### config.mk
export PLATFORM = sky130hd
export DESIGN_NAME = pipe_stage_reg_flat
export DESIGN_NICKNAME = d
export VERILOG_FILES = /design/src/rtl/pipe_stage_reg_if.sv /design/src/rtl/pipe_stage_reg.sv /design/src/flat_wrapper.sv
export SDC_FILE = /design/constraint.sdc
export NUM_CORES = 1
export LEC_CHECK = 0
export CORE_ASPECT_RATIO = 0.5
export CORE_UTILIZATION = 30
export DETAILED_ROUTE_END_ITERATION = 10
export HOLD_SLACK_MARGIN = 0.03
export PLACE_DENSITY_LB_ADDON = 0.05
export SETUP_SLACK_MARGIN = 0.15
export SLEW_MARGIN = 10
export SYNTH_ARGS = -nofsm -noshare
export SYNTH_HDL_FRONTEND = slang
export SYNTH_SLANG_ARGS = --single-unit
### constraint.sdc
create_clock -name clk -period 1.89 [get_ports clk]
set_input_delay 0.189 -clock clk [delete_from_list [all_inputs] [get_ports clk]]
set_output_delay 0.189 -clock clk [all_outputs]
set_load 0.02 [all_outputs]
### src/rtl/pipe_stage_reg_if.sv
// rtl/pipe_stage_reg_if.sv - valid/ready bundle channel between pipeline stages
//
// Purpose: carries one stage bundle (control field + data field) with
// valid/ready flow control.
// Signals:
//   valid  bundle present this cycle (driven by the master)
//   ready  receiver accepts the bundle this cycle (driven by the slave)
//   ctrl   CTRL_W control field
//   data   DATA_W data field
// Modports: master drives valid/ctrl/data, slave drives ready.

interface pipe_stage_reg_if #(
  parameter int CTRL_W = 24,
  parameter int DATA_W = 64
);
  logic              valid;
  logic              ready;
  logic [CTRL_W-1:0] ctrl;
  logic [DATA_W-1:0] data;

  modport master (output valid, output ctrl, output data, input ready);
  modport slave  (input valid, input ctrl, input data, output ready);
endinterface

### src/rtl/pipe_stage_reg.sv
// rtl/pipe_stage_reg.sv - inter-stage pipeline register with flush, bubbles and stall counter
//
// Purpose: registers a stage bundle between two pipeline stages. The control
// field is forced to NOP_CTRL whenever the output holds no valid bundle, so a
// bubble or killed stage can never write architectural state. The data field
// is carried unchanged (held on bubbles/flushes).
// Ports:
//   clk        rising-edge clock
//   rst_n      asynchronous active-low reset
//   flush      kill this stage's contents (branch/jump redirect)
//   up         slave side: in_valid / in_ready / in_ctrl / in_data
//   dn         master side: out_valid / out_ready / out_ctrl / out_data
//   stall_cnt  saturating count of back-pressured cycles
// Build option: define PIPE_SKID_EN to register in_ready and add a single
// skid entry; otherwise in_ready is combinational and there is no skid.

module pipe_stage_reg #(
  parameter int                CTRL_W   = 24,
  parameter int                DATA_W   = 64,
  parameter logic [CTRL_W-1:0] NOP_CTRL = {CTRL_W{1'b0}},
  parameter int                CNT_W    = 8
) (
  input  logic              clk,
  input  logic              rst_n,
  input  logic              flush,
  pipe_stage_reg_if.slave   up,
  pipe_stage_reg_if.master  dn,
  output logic [CNT_W-1:0]  stall_cnt
);

  logic              out_valid_q;
  logic [CTRL_W-1:0] out_ctrl_q;
  logic [DATA_W-1:0] out_data_q;
  logic              load;

  assign dn.valid = out_valid_q;
  assign dn.ctrl  = out_ctrl_q;
  assign dn.data  = out_data_q;

  // Output register is free when empty or being drained this cycle.
  assign load = !out_valid_q || dn.ready;

  // Counts cycles where a valid bundle is refused downstream; a flushed
  // cycle is not a stall because the bundle is being killed.
  always_ff @(posedge clk or negedge rst_n) begin
    if (!rst_n) begin
      stall_cnt <= '0;
    end else if (out_valid_q && !dn.ready && !flush && (stall_cnt != {CNT_W{1'b1}})) begin
      stall_cnt <= stall_cnt + 1'b1;
    end
  end

`ifdef PIPE_SKID_EN
  logic              skid_valid_q;
  logic [CTRL_W-1:0] skid_ctrl_q;
  logic [DATA_W-1:0] skid_data_q;
  logic              in_ready_q;
  logic              up_xfer;

  // in_ready_q always mirrors "skid empty" but is kept as its own flop so
  // the upstream ready path starts at a register.
  assign up.ready = in_ready_q;
  assign up_xfer  = up.valid && in_ready_q;

  always_ff @(posedge clk or negedge rst_n) begin
    if (!rst_n) begin
      out_valid_q  <= 1'b0;
      out_ctrl_q   <= NOP_CTRL;
      out_data_q   <= '0;
      skid_valid_q <= 1'b0;
      skid_ctrl_q  <= NOP_CTRL;
      skid_data_q  <= '0;
      in_ready_q   <= 1'b1;
    end else if (flush) begin
      out_valid_q  <= 1'b0;
      out_ctrl_q   <= NOP_CTRL;
      skid_valid_q <= 1'b0;
      skid_ctrl_q  <= NOP_CTRL;
      in_ready_q   <= 1'b1;
    end else if (load) begin
      if (skid_valid_q) begin
        // Older word waiting in the skid goes first to preserve order.
        out_valid_q  <= 1'b1;
        out_ctrl_q   <= skid_ctrl_q;
        out_data_q   <= skid_data_q;
        skid_valid_q <= 1'b0;
        in_ready_q   <= 1'b1;
      end else if (up_xfer) begin
        out_valid_q <= 1'b1;
        out_ctrl_q  <= up.ctrl;
        out_data_q  <= up.data;
      end else begin
        out_valid_q <= 1'b0;
        out_ctrl_q  <= NOP_CTRL;
      end
    end else if (up_xfer) begin
      // Output is held: park the accepted word and close the input.
      skid_valid_q <= 1'b1;
      skid_ctrl_q  <= up.ctrl;
      skid_data_q  <= up.data;
      in_ready_q   <= 1'b0;
    end
  end
`else
  // Flush empties the stage, so a word offered during flush is accepted
  // and dropped rather than left stuck upstream.
  assign up.ready = load || flush;

  always_ff @(posedge clk or negedge rst_n) begin
    if (!rst_n) begin
      out_valid_q <= 1'b0;
      out_ctrl_q  <= NOP_CTRL;
      out_data_q  <= '0;
    end else if (flush) begin
      out_valid_q <= 1'b0;
      out_ctrl_q  <= NOP_CTRL;
    end else if (load) begin
      if (up.valid) begin
        out_valid_q <= 1'b1;
        out_ctrl_q  <= up.ctrl;
        out_data_q  <= up.data;
      end else begin
        out_valid_q <= 1'b0;
        out_ctrl_q  <= NOP_CTRL;
      end
    end
  end
`endif

endmodule

### src/flat_wrapper.sv
// flat-port wrapper written by rule: the top's interface ports become plain ports
module pipe_stage_reg_flat 
#(
  parameter int                CTRL_W   = 24,
  parameter int                DATA_W   = 64,
  parameter logic [CTRL_W-1:0] NOP_CTRL = {CTRL_W{1'b0}},
  parameter int                CNT_W    = 8
)
  (clk, rst_n, flush, stall_cnt, up_valid, up_ctrl, up_data, up_ready, dn_valid, dn_ctrl, dn_data, dn_ready);
  pipe_stage_reg_if #(.CTRL_W(CTRL_W), .DATA_W(DATA_W)) up_i ();
  pipe_stage_reg_if #(.CTRL_W(CTRL_W), .DATA_W(DATA_W)) dn_i ();
  input  logic clk;
  input  logic rst_n;
  input  logic flush;
  output logic [CNT_W-1:0] stall_cnt;
  input wire logic [$bits(up_i.valid)-1:0] up_valid;
  input wire logic [$bits(up_i.ctrl)-1:0] up_ctrl;
  input wire logic [$bits(up_i.data)-1:0] up_data;
  output wire logic [$bits(up_i.ready)-1:0] up_ready;
  output wire logic [$bits(dn_i.valid)-1:0] dn_valid;
  output wire logic [$bits(dn_i.ctrl)-1:0] dn_ctrl;
  output wire logic [$bits(dn_i.data)-1:0] dn_data;
  input wire logic [$bits(dn_i.ready)-1:0] dn_ready;
  assign up_i.valid = up_valid;
  assign up_i.ctrl = up_ctrl;
  assign up_i.data = up_data;
  assign up_ready = up_i.ready;
  assign dn_valid = dn_i.valid;
  assign dn_ctrl = dn_i.ctrl;
  assign dn_data = dn_i.data;
  assign dn_i.ready = dn_ready;
  pipe_stage_reg #(.CTRL_W(CTRL_W), .DATA_W(DATA_W), .NOP_CTRL(NOP_CTRL), .CNT_W(CNT_W)) u_core (.clk(clk), .rst_n(rst_n), .flush(flush), .up(up_i), .dn(dn_i), .stall_cnt(stall_cnt));
endmodule
==> results.yml, run 1 <==
worst_setup_path:
  crit_path_cell_trace: "clkdlybuf4s50_1"
  cp-startpoint: "u_core.stall_cnt[3]"
  critical_path_required_ns: 1.70
  cp_max_fo: 5
  cp_top_family: "buffers and inverters"
  cp.buffers_inverters: 1
  slowest_stage: "clkdlybuf4s50_1"
  crit_path_end_kind: "output pin"
  cp_slowest_stage_delay_ns: 0.67
  rr_startpoint: "u_core.stall_cnt[0]"
  crit_type: "register to output pin"
  worstPathArrival_ns: 1.48
  crit_path_start_kind: "register"
logic_synthesis:
  yosysTopAreaCell: "dfrtp_1"
  synthTopCellsByCount: "dfrtp_1, mux2_4, a22o_1"
  synth_top_area_share_pct: 60.29
  synth_cell_types: 33
  ys_top_cells_by_area: "dfrtp_1, mux2_4, a22o_1, buf_6, mux2_1"
  synth.most_common_cell: "dfrtp_1"
  ys.flop_type: "dfrtp_1"
  synthArstFlopShare_pct: 100.0
  syn-cell-area_mm2: 0.004026
  avgSynthCellArea_um2: 17.21
  synthCells: 234
  synth-edff-count: 0
  syn_nets: 328
  synth_warnings: 0
  yosysSeqAreaShare_pct: 60.29
  synth_seq_cells: 97
layout:
  nets: 532
  layout-drive-gt1-share_pct: 23.25
  num-fill-cells: 1099
  fin_cells: 613
  antenna_cells: 0
  syn_to_final_growth_pct: 61.84
die:
  boundaryPins: 191
  fp-row-count: 29
  core_area_mm2: 0.01288
  dieArea_mm2: 0.01392
  die_x_um: 165.8
  die_y_um: 83.92
  initial_utilization_pct: 31.26
clock_tree:
  cts_max_path_buffers: 2
  h-tree-depth: 3
  post_cts_buffers: 0
  cts_made_buffers: 9
  clock_sinks: 97
  clkTransAtPathRegs_ns: 0.07
  root_buffer: "clkbuf_16"
  insertion_delay_ns: 0.33
  cts_tree: "yes"
timing:
  whs_ns: 0.3804
  setup_viol: 0
  period_share_pct: 88.30
  rsz0062_at_grt: "no"
  maxSlewHeadroom_pct: 61.05
  clock_skew_ns: 0.01053
  hold_viol: 0
  min_period_ns: 1.669
  drv_slew: 0
  worstMarginPinSlew_ns: 0.5843
  finalSetupTns_ns: 0
  max_freq_mhz: 599.2
status:
  violations: "design-rule violations"
  status: "finished, violations left"
placed_design:
  io_buffers: 190
  dp_cells: 596
  gp_congestion: 0.7135
  dpl.hpwl_mm: 7.452
route:
  via_count: 2706
  via_per_inst: 4.414
  detail_route.first_pass.iterations: 7
  totalWireLength_mm: 9.930
  wire_per_inst_um: 16.20
  drt_iter0_drc: 97
  drc: 10
  antenna_left: 0
global_routing:
  grt_pass1_wl_mm: 16.06
  grt_usage_pct: 14.82
  grt_pass1_vias: 2922
  grt_max_degree: 45
  antenna_found_initial: 0
  overflow: 0
run:
  maxCapViolCount: 0
power:
  powerDensity_mw_per_mm2: 996.5
  ir_drop_uv: 562.9
  leakage_nw: 2.846
hold_path:
  min-delay-path-class: "input port to asynchronous set/reset pin"
-- sequential cells by signal, summed over array words and instances, names as in the netlist --
name,cells
u_core.dn.valid,1
u_core.stall_cnt,8
u_core.dn.data,64
u_core.dn.ctrl,24
-- power by group --
part	switching, mW	internal, mW	leakage (nW)
registers	0.234	2.38	1.19
clock network	0.772	1.21	0.157
logic	0.784	1.11	1.50
-- through the flow --
stage	utilization (%)	cell area (µm²)	power, mW	setup WS [ns]
after CTS	50.59	6516	6.585	0.2171
final	50.59	6516	6.494	0.2212
after detailed placement	47.97	6180	4.564	0.0007875
after floorplan	-	4026	3.549	0.3233
after global placement	47.97	6180	4.536	0.03486
after global routing	50.59	6516	6.781	0.1515
-- what timing repair did --
action	in CTS	in global routing
gates resized for setup	1	0
hold buffers	1	0
endpoints found under the hold margin	40	0
endpoints found under the setup margin	1	0
-- final timing paths --
| kind | endpoint | slack [ns] | cells after the start |
|---|---|---|---|
| setup / recovery | stall_cnt[3] | 0.22 | 1 |
| hold / removal | u_core.stall_cnt[5] | 0.38 | 2 |
| setup reg to reg | u_core.stall_cnt[1] | 0.28 | 4 |
| hold reg to reg | u_core.dn.data[26] | 0.51 | 1 |
| max in group asynchronous | u_core.dn.ctrl[11] | 0.87 | 3 |
| min in group clk | u_core.dn.ctrl[18] | 0.45 | 2 |
-- cell type report --
| type | count | area [µm²] | area share [%] |
|---|---|---|---|
| repair buffers | 206 | 2083 | 31.97 |
| inverters | 2 | 7.507 | 0.1152 |
| clock buffers | 11 | 242.7 | 3.725 |
| flip-flops and latches | 97 | 2427 | 37.25 |
| clock inverters | 5 | 85.08 | 1.306 |
| well taps | 170 | 212.7 | 3.264 |
| multi-input cells | 122 | 1458 | 22.37 |
-- metal layers --
metal,vias to the layer above,global-route usage [%],routed length [µm]
met5,-,0,0
met4,0,3.059,70
met3,6,4.505,554
met2,86,27.35,5159
met1,1365,16.99,4145
li1,1249,-,-
-- layout by cell type (no fill, tap or decap) --
cell | synthesis | routed
a2111oi_0 | 1 | 1
a21oi_1 | 2 | 2
a22o_1 | 24 | 24
and2_1 | 1 | 1
and3_1 | 2 | 2
buf_12 | 0 | 5
buf_4 | 1 | 11
bufinv_16 | 0 | 2
clkbuf_1 | 0 | 1
clkbuf_16 | 0 | 9
clkbuf_8 | 0 | 1
clkdlybuf4s50_1 | 0 | 188
clkinvlp_4 | 0 | 1
dfrtp_1 | 97 | 97
dlygate4sd2_1 | 0 | 1
dlygate4sd3_1 | 0 | 1
ha_1 | 1 | 1
inv_1 | 1 | 1
inv_2 | 1 | 1
inv_6 | 0 | 2
mux2_1 | 2 | 2
mux2_2 | 1 | 1
mux2_4 | 65 | 65
nand2_1 | 4 | 4
nand2b_1 | 3 | 3
nand2b_4 | 1 | 1
nand3_1 | 1 | 1
nand3_4 | 1 | 1
nand4_1 | 1 | 1
nand4b_1 | 1 | 1
nor2_1 | 1 | 1
nor2b_4 | 1 | 1
nor3_2 | 1 | 1
nor3b_4 | 0 | 1
nor4_1 | 1 | 1
o2111a_1 | 1 | 1
o211ai_1 | 1 | 1
o21ai_1 | 1 | 1
o31a_1 | 1 | 1
xnor2_1 | 2 | 2
-- kinds of logic after synthesis --
kind of cell	Yosys count	share of synthesized area [%]
XOR/XNOR	2	0.4351
multiplexers	68	25.08
buffers and inverters	15	3.667
flip-flops	97	60.29
AND/OR/NAND/NOR	20	3.729
adder cells (fa/ha/maj)	1	0.3107
AO/OA/AOI/OAI	31	6.495
Note: power is estimated with default switching activity, not from simulation.
==> run 2: changes to the inputs <==
- ABC_CLOCK_PERIOD_IN_PS: not set -> 1890
- MAX_ROUTING_LAYER: not set -> met4
==> run 2 against run 1 <==
Clock power about the same. Sequential share of layout area unchanged. Final area unchanged. Fmax decreased by 0.26%. Clock-buffer cell count unchanged. Critical path depth unchanged. The run still ends with design-rule violations left. Die area unchanged. Utilization unchanged. Critical path type unchanged.
==> results.yml, run 2 (synthesized netlist as in run 1, its figures left out) <==
layout:
  layout_commonest_cell: "clkdlybuf4s50_1"
  layout-drive-gt1-share_pct: 23.25
  final_cell_mix: "clkdlybuf4s50_1, dfrtp_1, mux2_4, a22o_1, buf_4"
  antenna_cells: 0
  largest_reg_flops: 64
  finalInstanceArea_mm2: 0.006516
  syn_to_final_growth_pct: 61.84
  nets: 532
worst_setup_path:
  rr_startpoint: "u_core.stall_cnt[0]"
  cp_slowest_stage_delay_ns: 0.67
  crit_path_cell_trace: "clkdlybuf4s50_1"
  critical_path_required_ns: 1.70
  cp.buffers_inverters: 1
  crit_type: "register to output pin"
  slowest_stage: "clkdlybuf4s50_1"
  crit_path_end_kind: "output pin"
  cp_max_fo: 5
  crit_path_start_kind: "register"
  worstPathArrival_ns: 1.48
  cp-startpoint: "u_core.stall_cnt[3]"
  cp_top_family: "buffers and inverters"
placed_design:
  post-place-ws_ns: 0.0007875
  gp_congestion: 0.7217
  dpl.hpwl_mm: 7.452
  placed_area_mm2: 0.006180
  io_buffers: 190
status:
  status: "finished, violations left"
  violations: "design-rule violations"
timing:
  clock_skew_ns: 0.01007
  max_freq_mhz: 597.7
  whs_ns: 0.3828
  worst_slack_ns: 0.2168
  period_share_pct: 88.53
  finalSetupTns_ns: 0
  rsz0062_at_grt: "no"
  drv_slew: 0
  min_period_ns: 1.673
  hold_viol: 0
  worstMarginPinSlew_ns: 0.5825
  setup_viol: 0
  maxSlewHeadroom_pct: 61.17
power:
  p_comb_share_pct: 29.2
  power.total_mw: 6.490
  sequentialPowerShare_pct: 40.3
  leakage_nw: 2.846
  internal-power_mw: 4.704
  power.net_switching_mw: 1.786
  powerDensity_mw_per_mm2: 995.9
  ir_drop_uv: 562.1
  pwr-share-clk_pct: 30.4
  p_sw_share_pct: 27.52
clock_tree:
  h-tree-depth: 3
  cts_max_path_buffers: 2
  clkTransAtPathRegs_ns: 0.07
  cts_made_buffers: 9
  root_buffer: "clkbuf_16"
  insertion_delay_ns: 0.33
  clock_sinks: 97
  cts_tree: "yes"
route:
  detail_route.first_pass.iterations: 7
  drc: 10
  wire_per_inst_um: 16.17
  via_count: 2704
  via_per_inst: 4.411
  totalWireLength_mm: 9.913
  antenna_left: 0
  drt_iter0_drc: 111
die:
  boundaryPins: 191
  core_area_mm2: 0.01288
  fp-row-count: 29
  dieArea_mm2: 0.01392
  die_y_um: 83.92
  initial_utilization_pct: 31.26
  die_x_um: 165.8
run:
  maxCapViolCount: 0
global_routing:
  grt_pass1_vias: 2903
  antenna_found_initial: 0
  grt_max_degree: 45
  grt_pass1_wl_mm: 16.05
  overflow: 0
  grt_usage_pct: 15.31
hold_path:
  min-delay-path-class: "input port to asynchronous set/reset pin"
[run 2: repair_timing]
action                     4_1_cts  5_1_grt
hold buffers                     1        0
gates resized for setup          1        0
setup endpoints to repair        1        0
setup buffers                    0        0
hold endpoints to repair        40        0
[run 2: layout make-up]
class	count	area, µm²
clock buffers	11	242.7
multi-input cells	122	1458
repair buffers	206	2083
well taps	170	212.7
fillers	1099	6365
inverters	2	7.507
clock inverters	5	85.08
flip-flops and latches	97	2427
[run 2: per-layer routing]
metal	share of wire, %	GRT usage (%)	vias up
met2	53	27.54	87
met5	0	-	-
met1	42	17.03	1365
met3	5.2	4.552	4
met4	0.54	2.804	0
li1	-	-	1248
[run 2: worst paths after layout]
kind | to | slack, ns | cells past startpoint
hold reg to reg | u_core.dn.data[26] | 0.51 | 1
setup / recovery | stall_cnt[3] | 0.22 | 1
max in group asynchronous | u_core.dn.data[41] | 0.86 | 3
setup reg to reg | u_core.stall_cnt[1] | 0.29 | 4
min in group clk | u_core.dn.ctrl[18] | 0.45 | 2
hold / removal | u_core.stall_cnt[5] | 0.38 | 2
[run 2: through the flow]
step           std cells  utilization, %
2_1_floorplan        234               -
3_3_place_gp         596           47.97
3_5_place_dp         596           47.97
4_1_cts              613           50.59
5_1_grt              613           50.59
6_report             613           50.59
[run 2: power groups by stage]
stage,sequential [mW],clock (mW),combinational (mW)
6_report,2.62,1.97,1.90
5_1_grt,2.66,2.13,1.99
4_1_cts,2.62,2.04,1.92
3_5_place_dp,2.65,0,1.91
3_3_place_gp,2.65,0,1.89
2_1_floorplan,3.00,0,0.544
==> run 3: changes to the inputs <==
- HOLD_SLACK_MARGIN: 0.03 -> 0.15
==> results of run 3 <==
No change in the layout: final DEF, timing and power equal those of run 2.
